### src/rtl/mem_access_ctrl.sv
// MEM-stage access sequencer: region decode, DMEM/IMEM strobes, UART I/O,
// cycle/instret counters and the one-cycle-late aligned load return.
//
// Ports:
//   clk, rst (async, active-low)
//   stall, mem_re, mem_we, funct3, addr, wdata, pc, retire : MEM-stage inputs
//   dmem_*  : DMEM port (en, byte strobes, word address, write data, dout)
//   imem_*  : IMEM write port (en, byte strobes, word address, write data)
//   uart_*  : UART tx/rx ready-valid handshakes
//   load_data : aligned and extended load result, valid in WB (T+1)
module mem_access_ctrl #(
    parameter int          ADDR_W  = 14,
    parameter logic [31:0] IO_BASE = 32'h8000_0000
) (
    input  logic              clk,
    input  logic              rst,
    input  logic              stall,
    input  logic              mem_re,
    input  logic              mem_we,
    input  logic [2:0]        funct3,
    input  logic [31:0]       addr,
    input  logic [31:0]       wdata,
    input  logic [31:0]       pc,
    input  logic              retire,
    input  logic [31:0]       dmem_dout,
    output logic              dmem_en,
    output logic [3:0]        dmem_we,
    output logic [ADDR_W-1:0] dmem_addr,
    output logic [31:0]       dmem_din,
    output logic              imem_en,
    output logic [3:0]        imem_wea,
    output logic [ADDR_W-1:0] imem_addr,
    output logic [31:0]       imem_din,
    input  logic              uart_tx_ready,
    output logic              uart_tx_valid,
    output logic [7:0]        uart_tx_data,
    input  logic              uart_rx_valid,
    input  logic [7:0]        uart_rx_data,
    output logic              uart_rx_ready,
    output logic [31:0]       load_data
);

    typedef enum logic [1:0] {
        SRC_NONE = 2'd0,
        SRC_DMEM = 2'd1,
        SRC_IO   = 2'd2
    } src_e;

    localparam logic [31:0] OFF_STATUS = 32'h00;
    localparam logic [31:0] OFF_RXDATA = 32'h04;
    localparam logic [31:0] OFF_TXDATA = 32'h08;
    localparam logic [31:0] OFF_CYCLE  = 32'h10;
    localparam logic [31:0] OFF_INST   = 32'h14;
    localparam logic [31:0] OFF_CLEAR  = 32'h18;

    logic [3:0]  region;
    logic        access;
    logic        is_ld;
    logic        is_st;
    logic        in_dmem;
    logic        in_imem;
    logic        in_io;
    logic [31:0] io_off;
    logic [3:0]  strb;
    logic [31:0] din_rep;
    logic [31:0] io_rdata;
    logic        cnt_clr;
    src_e        next_src;

    logic [31:0] cycle_cnt;
    logic [31:0] inst_cnt;
    src_e        src_q;
    logic [2:0]  f3_q;
    logic [1:0]  off_q;
    logic [31:0] io_q;

    logic [31:0] ld_word;
    logic [7:0]  ld_b;
    logic [15:0] ld_h;

    // Only pc[30] qualifies IMEM writes; the rest of the PC is irrelevant here.
    logic unused_pc;
    assign unused_pc = ^{pc[31], pc[29:0]};

    // Outputs are gated by rst so nothing is strobed while reset is held.
    assign region  = addr[31:28];
    assign access  = rst && !stall && (mem_re || mem_we);
    assign is_ld   = access && mem_re;
    assign is_st   = access && mem_we;
    assign in_dmem = (region == 4'b0001) || (region == 4'b0011);
    assign in_imem = ((region == 4'b0010) || (region == 4'b0011)) && pc[30];
    assign in_io   = addr[31];
    assign io_off  = addr - IO_BASE;

    always_comb begin
        strb    = 4'b0000;
        din_rep = wdata;
        case (funct3[1:0])
            2'b00: begin
                strb    = 4'b0001 << addr[1:0];
                din_rep = {4{wdata[7:0]}};
            end
            2'b01: begin
                strb    = 4'b0011 << {addr[1], 1'b0};
                din_rep = {2{wdata[15:0]}};
            end
            2'b10: begin
                strb    = 4'b1111;
                din_rep = wdata;
            end
            default: begin
                strb    = 4'b0000;
                din_rep = wdata;
            end
        endcase
    end

    assign dmem_en   = access && in_dmem;
    assign dmem_we   = (is_st && in_dmem) ? strb : 4'b0000;
    assign dmem_addr = addr[ADDR_W+1:2];
    assign dmem_din  = din_rep;

    assign imem_en   = is_st && in_imem;
    assign imem_wea  = imem_en ? strb : 4'b0000;
    assign imem_addr = addr[ADDR_W+1:2];
    assign imem_din  = din_rep;

    // A tx byte offered while the UART is busy is simply dropped.
    assign uart_tx_valid = is_st && in_io && (io_off == OFF_TXDATA)
                           && uart_tx_ready;
    assign uart_tx_data  = wdata[7:0];
    assign uart_rx_ready = is_ld && in_io && (io_off == OFF_RXDATA)
                           && uart_rx_valid;

    assign cnt_clr = is_st && in_io && (io_off == OFF_CLEAR);

    always_comb begin
        io_rdata = 32'h0;
        case (io_off)
            OFF_STATUS: io_rdata = {30'b0, uart_rx_valid, uart_tx_ready};
            OFF_RXDATA: io_rdata = {24'b0, uart_rx_data};
            OFF_CYCLE:  io_rdata = cycle_cnt;
            OFF_INST:   io_rdata = inst_cnt;
            default:    io_rdata = 32'h0;
        endcase
    end

    always_comb begin
        next_src = SRC_NONE;
        if (is_ld) begin
            if (in_io) begin
                next_src = SRC_IO;
            end else if (in_dmem) begin
                next_src = SRC_DMEM;
            end else begin
                next_src = SRC_NONE;
            end
        end
    end

    always_ff @(posedge clk or negedge rst) begin
        if (!rst) begin
            cycle_cnt <= 32'h0;
            inst_cnt  <= 32'h0;
        end else if (cnt_clr) begin
            cycle_cnt <= 32'h0;
            inst_cnt  <= 32'h0;
        end else begin
            cycle_cnt <= cycle_cnt + 32'd1;
            inst_cnt  <= inst_cnt + {31'b0, retire};
        end
    end

    // Pending-load state holds across a stall, keeping load_data stable.
    always_ff @(posedge clk or negedge rst) begin
        if (!rst) begin
            src_q <= SRC_NONE;
            f3_q  <= 3'b000;
            off_q <= 2'b00;
            io_q  <= 32'h0;
        end else if (!stall) begin
            src_q <= next_src;
            f3_q  <= funct3;
            off_q <= addr[1:0];
            io_q  <= io_rdata;
        end
    end

    always_comb begin
        ld_word = 32'h0;
        case (src_q)
            SRC_DMEM: ld_word = dmem_dout;
            SRC_IO:   ld_word = io_q;
            default:  ld_word = 32'h0;
        endcase
    end

    assign ld_b = ld_word[{off_q, 3'b000} +: 8];
    assign ld_h = ld_word[{off_q[1], 4'b0000} +: 16];

    always_comb begin
        load_data = ld_word;
        case (f3_q)
            3'b000:  load_data = {{24{ld_b[7]}}, ld_b};
            3'b001:  load_data = {{16{ld_h[15]}}, ld_h};
            3'b100:  load_data = {24'b0, ld_b};
            3'b101:  load_data = {16'b0, ld_h};
            default: load_data = ld_word;
        endcase
    end

endmodule

### config.mk
export PLATFORM = sky130hd
export DESIGN_NAME = mem_access_ctrl
export DESIGN_NICKNAME = d
export VERILOG_FILES = /design/src/rtl/mem_access_ctrl.sv
export SDC_FILE = /design/constraint.sdc
export NUM_CORES = 1
export LEC_CHECK = 0
export ABC_AREA = 1
export BUFFER_PORTS_ARGS = -buffer_cell sky130_fd_sc_hd__buf_2
export CAP_MARGIN = 20
export CELL_PAD_IN_SITES_DETAIL_PLACEMENT = 1
export CELL_PAD_IN_SITES_GLOBAL_PLACEMENT = 1
export CORE_MARGIN = 1.5
export CORE_UTILIZATION = 35
export CTS_CLUSTER_SIZE = 30
export DETAILED_ROUTE_END_ITERATION = 8
export PLACE_DENSITY_LB_ADDON = 0.3
export REMOVE_ABC_BUFFERS = 1
export SYNTH_ARGS = -nofsm -noshare
export SYNTH_HDL_FRONTEND = slang
export SYNTH_SLANG_ARGS = --single-unit
### constraint.sdc
create_clock -name clk -period 3 [get_ports clk]
set_input_delay 0.45 -clock clk [delete_from_list [all_inputs] [get_ports clk]]
set_output_delay 0.45 -clock clk [all_outputs]
set_load 0.02 [all_outputs]
Word-level counts from Yosys, hierarchy flattened
Index checks and enable logic that the tools add are counted.
- add/sub/neg operators: 3
- eq/ne operators: 15
- shift operators: 4
- mux-type cells: 12
- reductions and logical operators: 22
- operators with widths (kind ; number):
    one-hot mux 32 bit (4 select lines) ; 2
    one-hot mux 32 bit (2 select lines) ; 2
    equality test 32 x 5 -> 1 bit, second input constant ; 3
    two-way mux 32 bit ; 2
    adder 32 x 1 -> 32 bit ; 1
    adder 32 x 1 -> 32 bit, second input constant ; 1
    equality test 32 x 3 -> 1 bit, second input constant ; 1
    equality test 32 x 4 -> 1 bit, second input constant ; 1
    logical NOT 32 bit ; 1
    variable part select 32 x 6 -> 16 bit ; 1
    variable part select 32 x 6 -> 8 bit ; 1
    subtractor 32 bit, second input constant ; 1
    logical AND 1 bit ; 15
    one-hot mux 4 bit (3 select lines) ; 1
    equality test 4 x 2 -> 1 bit, second input constant ; 2
    two-way mux 4 bit ; 2
    equality test 3 bit, second input constant ; 2
    equality test 2 x 1 -> 1 bit, second input constant ; 2
    equality test 2 bit, second input constant ; 2
    equality test 4 x 1 -> 1 bit, second input constant ; 1
    two-way mux 2 bit ; 2
    << shifter 1 x 2 -> 4 bit, first input constant ; 1
    << shifter 2 x 2 -> 4 bit, first input constant ; 1
    equality test 3 x 1 -> 1 bit, second input constant ; 1
    5 further kinds ; 7
- bits in registers: 103
- bits of input ports: 147
- output and inout bits: 144
- logic and storage cells: 62

Depth between registers and ports, before layout
Gate-level depths: netlist of run 1.
- depth after elaboration: 7
- gate-level depth with buffers: 12
- gate-level depth less buffers: 11

Worst setup path before layout of run 1
No wires, ideal clock.
- path kind: input to output
- start: input funct3[1]
- end: output imem_din[11]
- arrival time: 1836 ps
- required time: 2550 ps
- setup slack: 714 ps
- cell stages on the path: 5
- path buffers: 3
- path through: clkbuf_1 nor2_1 clkbuf_1 o21ai_0 buf_4
- word-level cells in the longest chain between the ends: 2
- elaborated cells on any way between the ends: 3
- those cells by class: 1 x eq/ne; 1 x mux; 1 x reduce/logical
- ends and longest elaborated chain (item ; RTL line ; source):
    from (decl) ; 20 ; input logic [2:0] funct3,
    equality test 2 x 1 -> 1 bit / logical NOT 2 bit (equally long branches) ; 98 ; case (funct3[1:0])
    one-hot mux 32 bit (2 select lines) * ; 98 ;
    to (decl) ; 33 ; output logic [31:0] imem_din,
Mark *: on every way between the ends. The rest lies on a longest branch, timed or not.

Final worst setup path of run 1
- start: register src_q[0]
- end: output load_data[20]
- word-level cells in the longest chain between the ends: 4
- elaborated cells on any way between the ends: 6
- those cells by class: 2 x eq/ne; 2 x shift; 2 x mux
- ends and longest elaborated chain (item ; RTL line ; source):
    from (decl) ; 72 ; src_e src_q;
    from (signal assigned) ; 182 ; src_q <= next_src;
    equality test 2 bit / equality test 2 x 1 -> 1 bit (equally long branches) ; 191 ; case (src_q)
    one-hot mux 32 bit (2 select lines) * ; 191 ;
    variable part select 32 x 6 -> 16 bit / variable part select 32 x 6 -> 8 bit (equally long branches) ; 199, 198 ;
    one-hot mux 32 bit (4 select lines) * ; 203 ; case (f3_q)
    to (decl) ; 40 ; output logic [31:0] load_data
Marks and branches as above.

==> results of run 1 <==
sequential cells by signal, indices dropped and copies added, names as in the netlist:
name,cells
f3_q,3
inst_cnt,32
off_q,2
cycle_cnt,32
io_q,32
src_q,2
routing by layer:
metal  GRT usage  vias up  routed length, um
met2       0.432      223              14400
li1            -     4204                  -
met4      0.0670        2                584
met5           0        -                 12
met3      0.0290       35               1440
met1       0.331     4168              13500
layout make-up:
class	instances	share of cell area
Antenna cell	1	0.000268
Inverter	156	0.0628
Tap cell	285	0.0382
Timing Repair Buffer	277	0.155
Multi-Input combinational cell	875	0.438
Clock inverter	5	0.00442
Sequential cell	103	0.276
Clock buffer	11	0.0260
where the power goes:
part	internal (mW)	switching (mW)
sequential	1.44	0.0838
combinational	0.241	0.482
clock	0.594	0.560
total	2.28	1.13
synthesized netlist by cell type, types with 2 or more instances:
master,count,share of area
xnor2_1,4,0.0044
inv_1,153,0.072
buf_4,80,0.075
a31oi_1,2,0.0016
a21oi_1,23,0.014
buf_6,3,0.0042
a22o_1,20,0.022
nand4_1,19,0.015
nor2_1,184,0.086
clkbuf_1,21,0.0099
nand2_1,377,0.18
o21a_1,5,0.0047
xor2_1,32,0.035
nor3_2,2,0.0025
nand3b_1,2,0.0019
nor3b_1,2,0.0019
dfrtp_1,103,0.32
o22ai_1,23,0.018
o211ai_1,5,0.0047
a22oi_1,6,0.0056
ha_1,5,0.0078
nand3_1,74,0.046
o21ai_1,4,0.0025
nor3_1,37,0.023
buf_2,8,0.0050
o21ai_0,42,0.026
worst paths after layout:
path / end / start / cells past startpoint / slack [ns]
setup / recovery: load_data[20] / src_q[0] / 9 / 0.16
hold / removal: io_q[27] / rst / 2 / 0.19
hold reg to reg: io_q[16] / io_q[16] / 2 / 0.48
setup reg to reg: inst_cnt[18] / inst_cnt[0] / 10 / 0.86
max in group asynchronous: cycle_cnt[18] / rst / 2 / 2.41
min in group clk: f3_q[2] / funct3[2] / 3 / 0.37
worst reg2reg max path: cells and delay by family (launching register included):
kind	cells	cell delay, ns
AND/OR/NAND/NOR	6	0.89
adder cells (fa/ha/maj)	2	0.44
flip-flops	1	0.41
buffers and inverters	2	0.28
kinds of logic (layout without fill, tap and decap cells):
kind of cell,after synthesis,count (layout)
buffers and inverters,269,449
other,0,1
adder cells (fa/ha/maj),5,5
flip-flops,103,103
AO/OA/AOI/OAI,132,132
XOR/XNOR,36,36
AND/OR/NAND/NOR,702,702
per-stage QoR:
step | cells | hold WS (ns) | instance area [um2] | worst slack [ns] | power [mW]
after detailed placement | 1696 | 0.467 | 9040 | 0.401 | 2.28
after global routing | 1712 | 0.224 | 9340 | 0.0164 | 3.55
after global placement | 1696 | 0.461 | 9040 | 0.440 | 2.26
after floorplan | 1134 | 0.154 | 7240 | 0.136 | 1.86
final | 1713 | 0.187 | 9340 | 0.157 | 3.40
after CTS | 1712 | 0.209 | 9330 | 0.0659 | 3.42
repair_timing:
action,in CTS,in global routing
endpoints found under the hold margin,0,0
resized for setup,2,2
setup endpoints to repair,1,16
==> reports/results.ini, run 1 <==
[synth]
synth-seq-cells=103
yosysUniqueCellTypes=37
synthAdderAreaFrac=0.00782
async_reset_ff_frac=1.00
yosys_warnings=0
synth-simple-area-share=0.361
synth_ff_type=dfrtp_1
synth_area_um2=8000
synth_edf_count=0
synth_cells=1247
synth-compound-area-share=0.102
synth.area.mux_share=0
synth_top_family_by_area=simple AND/OR/NAND/NOR gates
synth_xor_area_frac=0.0394
syn_avg_cell_area_um2=6.41
ys_seq_area_frac=0.322

[grt]
grt_pass1_vias=8499
gr-total-overflow=0
grt_usage=0.250
grt_pass1_wl_um=46600
grt_max_degree=104
antenna_found_initial=4

[power]
peakVddDrop_v=0.000255
leakage_nw=5.31
power_density_nw_per_um2=364

[clock_tree]
holdBufCountCts=0
worstSkewPairLatency_ns=0.36
root_buffer=clkbuf_16
tritoncts=built
cts_buffers=9
clk_pin_slew_ns=0.08
cts_sinks=103
clk_path_buf_depth=2
ctsHtreeMaxLevel=3
cts_setup_buffers=0

[detailed_routing]
ant_nets=0
viasPerCell=5.04
route.detailed.drc=0
drt_iter0_markers=419
finalWirelength_um=30000
via_count=8632
wl_per_cell_um=17.5
dr.pass1.iters=5

[finish]
final_nets=1574
final_cell_mix=376 x nand2_1, 258 x buf_2, 183 x nor2_1
final_common_cell=nand2_1
fillCellCount=3090
multi_input_area_um2=4090
area_growth_pct=16.8
final_layout_size_suffix_gt1_frac=0.213
post-route-util=0.415
ff_latch_area_um2=2580

[floorplanning]
die-area_um2=23800
io_pins=291
coreArea_um2=22500
initial_core_util=0.355
rows=55
die_width_um=154
die-height_um=154

[setup_path]
slowest_stage=ha_2
path_buf_inv=4
crit_chain=inv_1, ha_2, inv_1, nand3_1, nand3_1, nand3_1, buf_4, nand3_1, buf_2
crit_fanout=23
critPathRequiredTime_ns=2.55
worstPathArrival_ns=2.39
path_delay_family=buffers and inverters
crit_path_end_kind=output port
worstSetupPathType=flop to output port
max_stage_delay_ns=0.49
cp-start-kind=flop
crit_top_cell=nand3_1

[sta]
setup_viol=0
hold_viol_final=0
finClkSkew_ns=0.0102
setup_tns_ns=0
fmax_mhz=352
worstMarginPinSlew_ns=0.560
post-route-period-util=0.948
slew_violations=0
period_needed_ns=2.84
rsz0062_at_grt=false
slew_headroom=0.622

[worst_hold_path]
hold_path.class=input pin to asynchronous set/reset pin

[placed_design]
place.gp.congestion=0.902
dp_hpwl_um=24400
port-buffer-count=259

[outcome]
outcome=finished clean

[run]
drv_cap=0

Power figures use the tool's default switching activity.
==> run 2: changes to the inputs <==
--- a/config.mk
+++ b/config.mk
@@ -10,7 +10,7 @@
 export CAP_MARGIN = 20
 export CELL_PAD_IN_SITES_DETAIL_PLACEMENT = 1
 export CELL_PAD_IN_SITES_GLOBAL_PLACEMENT = 1
-export CORE_MARGIN = 1.5
+export CORE_MARGIN = 2
 export CORE_UTILIZATION = 35
 export CTS_CLUSTER_SIZE = 30
 export DETAILED_ROUTE_END_ITERATION = 8
==> run 2 against run 1 <==
Compared with the run above:
- clock skew shrank 0.0045 ns
- total power up 0.65%
- sequential share of layout area barely moved
- critical endpoint is now load_data[27]
- largest cell class unchanged
- largest power group unchanged
- first-iteration DRC count is the same
- combinational power barely moved
- critical path type unchanged
- critical path depth is 1 higher
- routed wire length is 1.4% higher
- die area is 1.3% higher
- final cell count increased by 0.12%
- worst hold slack got worse by 0.055 ns
- utilization is essentially flat
- clock-buffer cell count shrank 1
==> reports/results.ini, run 2 (synthesis gave the netlist of run 1 again) <==
[setup_path]
crit_top_cell=nand3_1
critPathRequiredTime_ns=2.55  ; about the same
path_buf_inv=4  ; unchanged
crit_fanout=24  ; +4.3%
crit_path_end_kind=output port
path_delay_family=buffers and inverters
max_stage_delay_ns=0.39  ; -0.10 ns
worstPathArrival_ns=2.38  ; about the same
slowest_stage=dfrtp_1
crit_chain=inv_1, ha_2, buf_4, a22o_1, nand3_1, nand3_1, nand3_1, buf_4, nand3_1, buf_2
cp-start-kind=flop
worstSetupPathType=flop to output port

[finish]
final_cell_mix=376 x nand2_1, 258 x buf_2, 184 x nor2_1
fillCellCount=3069  ; -0.68%
ff_latch_area_um2=2580  ; unchanged
area_growth_pct=16.9  ; about the same
multi_input_area_um2=4080  ; -0.18%
design_area_um2=9350  ; about the same
final_nets=1577  ; +0.19%
final_layout_size_suffix_gt1_frac=0.213  ; +0.000402
final_common_cell=nand2_1
top_regs=cycle_cnt (32), inst_cnt (32), io_q (32)

[clock_tree]
clk_path_buf_depth=2  ; unchanged
holdBufCountCts=0  ; unchanged
cts_buffers=9  ; unchanged
postCtsResizedCells=0  ; -2
ctsHtreeMaxLevel=3  ; unchanged
tritoncts=built
root_buffer=clkbuf_16
cts_sinks=103  ; unchanged
clk_pin_slew_ns=0.07  ; about the same
worstSkewPairLatency_ns=0.35  ; about the same
cts_setup_buffers=0  ; unchanged

[detailed_routing]
wl_per_cell_um=17.7  ; +1.3%
met2_wirelength_um=14600  ; +1.6%
finalWirelength_um=30400  ; +1.4%
dr_wl_met3_um=1400  ; -2.9%
viasPerCell=5.00  ; -0.79%
highest_layer=met5
wl_met1_um=13800  ; +1.7%
ant_nets=0  ; unchanged
route.detailed.drc=0  ; unchanged
drt_iter0_markers=419  ; unchanged
dr.pass1.iters=4  ; -1
via_count=8574  ; -0.67%

[power]
peakVddDrop_v=0.000279  ; +9.6%
leakage_nw=5.31  ; about the same
p_switching_mw=1.10  ; -2.5%
seq_power_share=0.445  ; -0.003
power_frac_comb=0.211  ; -0.002
power.internal_mw=2.33  ; +2.2%
power_density_nw_per_um2=366  ; +0.57%
power_frac_clock=0.345  ; +0.006
p_sw_frac=0.321  ; -0.0102

[grt]
antenna_found_initial=4  ; unchanged
grt_pass1_vias=8827  ; +3.9%
grt_pass1_wl_um=47600  ; +2.2%
grt_usage=0.251  ; +0.000813
grt_max_degree=73  ; -30%
gr-total-overflow=0  ; unchanged

[worst_hold_path]
hold_path.class=input pin to asynchronous set/reset pin

[outcome]
outcome=finished clean

[floorplanning]
coreArea_um2=22500  ; unchanged
die-area_um2=24100  ; +1.3%
initial_core_util=0.355  ; unchanged
die_width_um=155  ; +0.65%
io_pins=291  ; unchanged
die-height_um=155  ; +0.65%
rows=55  ; unchanged

[run]
drv_cap=0  ; unchanged

[sta]
finClkSkew_ns=0.00569  ; -0.00451 ns
worstMarginPinSlew_ns=0.956  ; +0.395 ns
rsz0062_at_grt=false
fmax_mhz=354  ; +0.52%
setup_tns_ns=0  ; unchanged
hold_viol_final=0  ; unchanged
slew_violations=0  ; unchanged
slew_headroom=0.363  ; -0.260
hold_slack_ns=0.131  ; -0.0554 ns
post-route-period-util=0.943  ; -0.00492
setup_viol=0  ; unchanged
period_needed_ns=2.83  ; -0.0148 ns

[placed_design]
place.gp.congestion=0.894  ; -0.89%
port-buffer-count=259  ; unchanged
dp_hpwl_um=24800  ; +1.7%
placed_area_um2=9050  ; +0.11%

==> run 2: layer usage <==
metal,vias up,global-route usage
met5,-,0
met4,4,0.0732
met3,41,0.0301
met2,222,0.434
met1,4090,0.331
li1,4217,-
==> run 2: final timing paths <==
| path | startpoint | to | slack, ns | depth (start not counted) |
|---|---|---|---|---|
| max | src_q[0] | load_data[27] | 0.17 | 10 |
| min | rst | io_q[12] | 0.13 | 2 |
| max reg2reg | inst_cnt[0] | inst_cnt[18] | 0.86 | 10 |
| max in group asynchronous | rst | cycle_cnt[10] | 1.55 | 3 |
| min in group clk | funct3[2] | f3_q[2] | 0.32 | 3 |
| min reg2reg | io_q[21] | io_q[21] | 0.48 | 2 |
==> run 2: metrics by stage <==
stage                     setup slack (ns)  utilization  power (mW)  instances
after floorplan                      0.136            -        1.86       1134
after global placement               0.447        0.402        2.26       1699
after detailed placement             0.422        0.402        2.28       1699
after CTS                           0.0317        0.415        3.46       1714
after global routing                0.0309        0.415        3.58       1714
final                                0.172        0.416        3.43       1715
==> run 2: layout make-up <==
type / count / share of cell area
repair buffers: 280 / 0.156
diodes: 1 / 0.000268
well taps: 285 / 0.0381
clock buffers: 10 / 0.0245
inverters: 156 / 0.0628
flip-flops and latches: 103 / 0.276
multi-input cells: 875 / 0.437
clock inverters: 5 / 0.00642
==> run 2: power groups by stage <==
stage,clock (mW),combinational (mW),sequential (mW)
6_report,1.18,0.723,1.52
5_1_grt,1.25,0.798,1.53
4_1_cts,1.21,0.730,1.52
3_5_place_dp,0,0.726,1.55
3_3_place_gp,0,0.710,1.55
2_1_floorplan,0,0.338,1.52
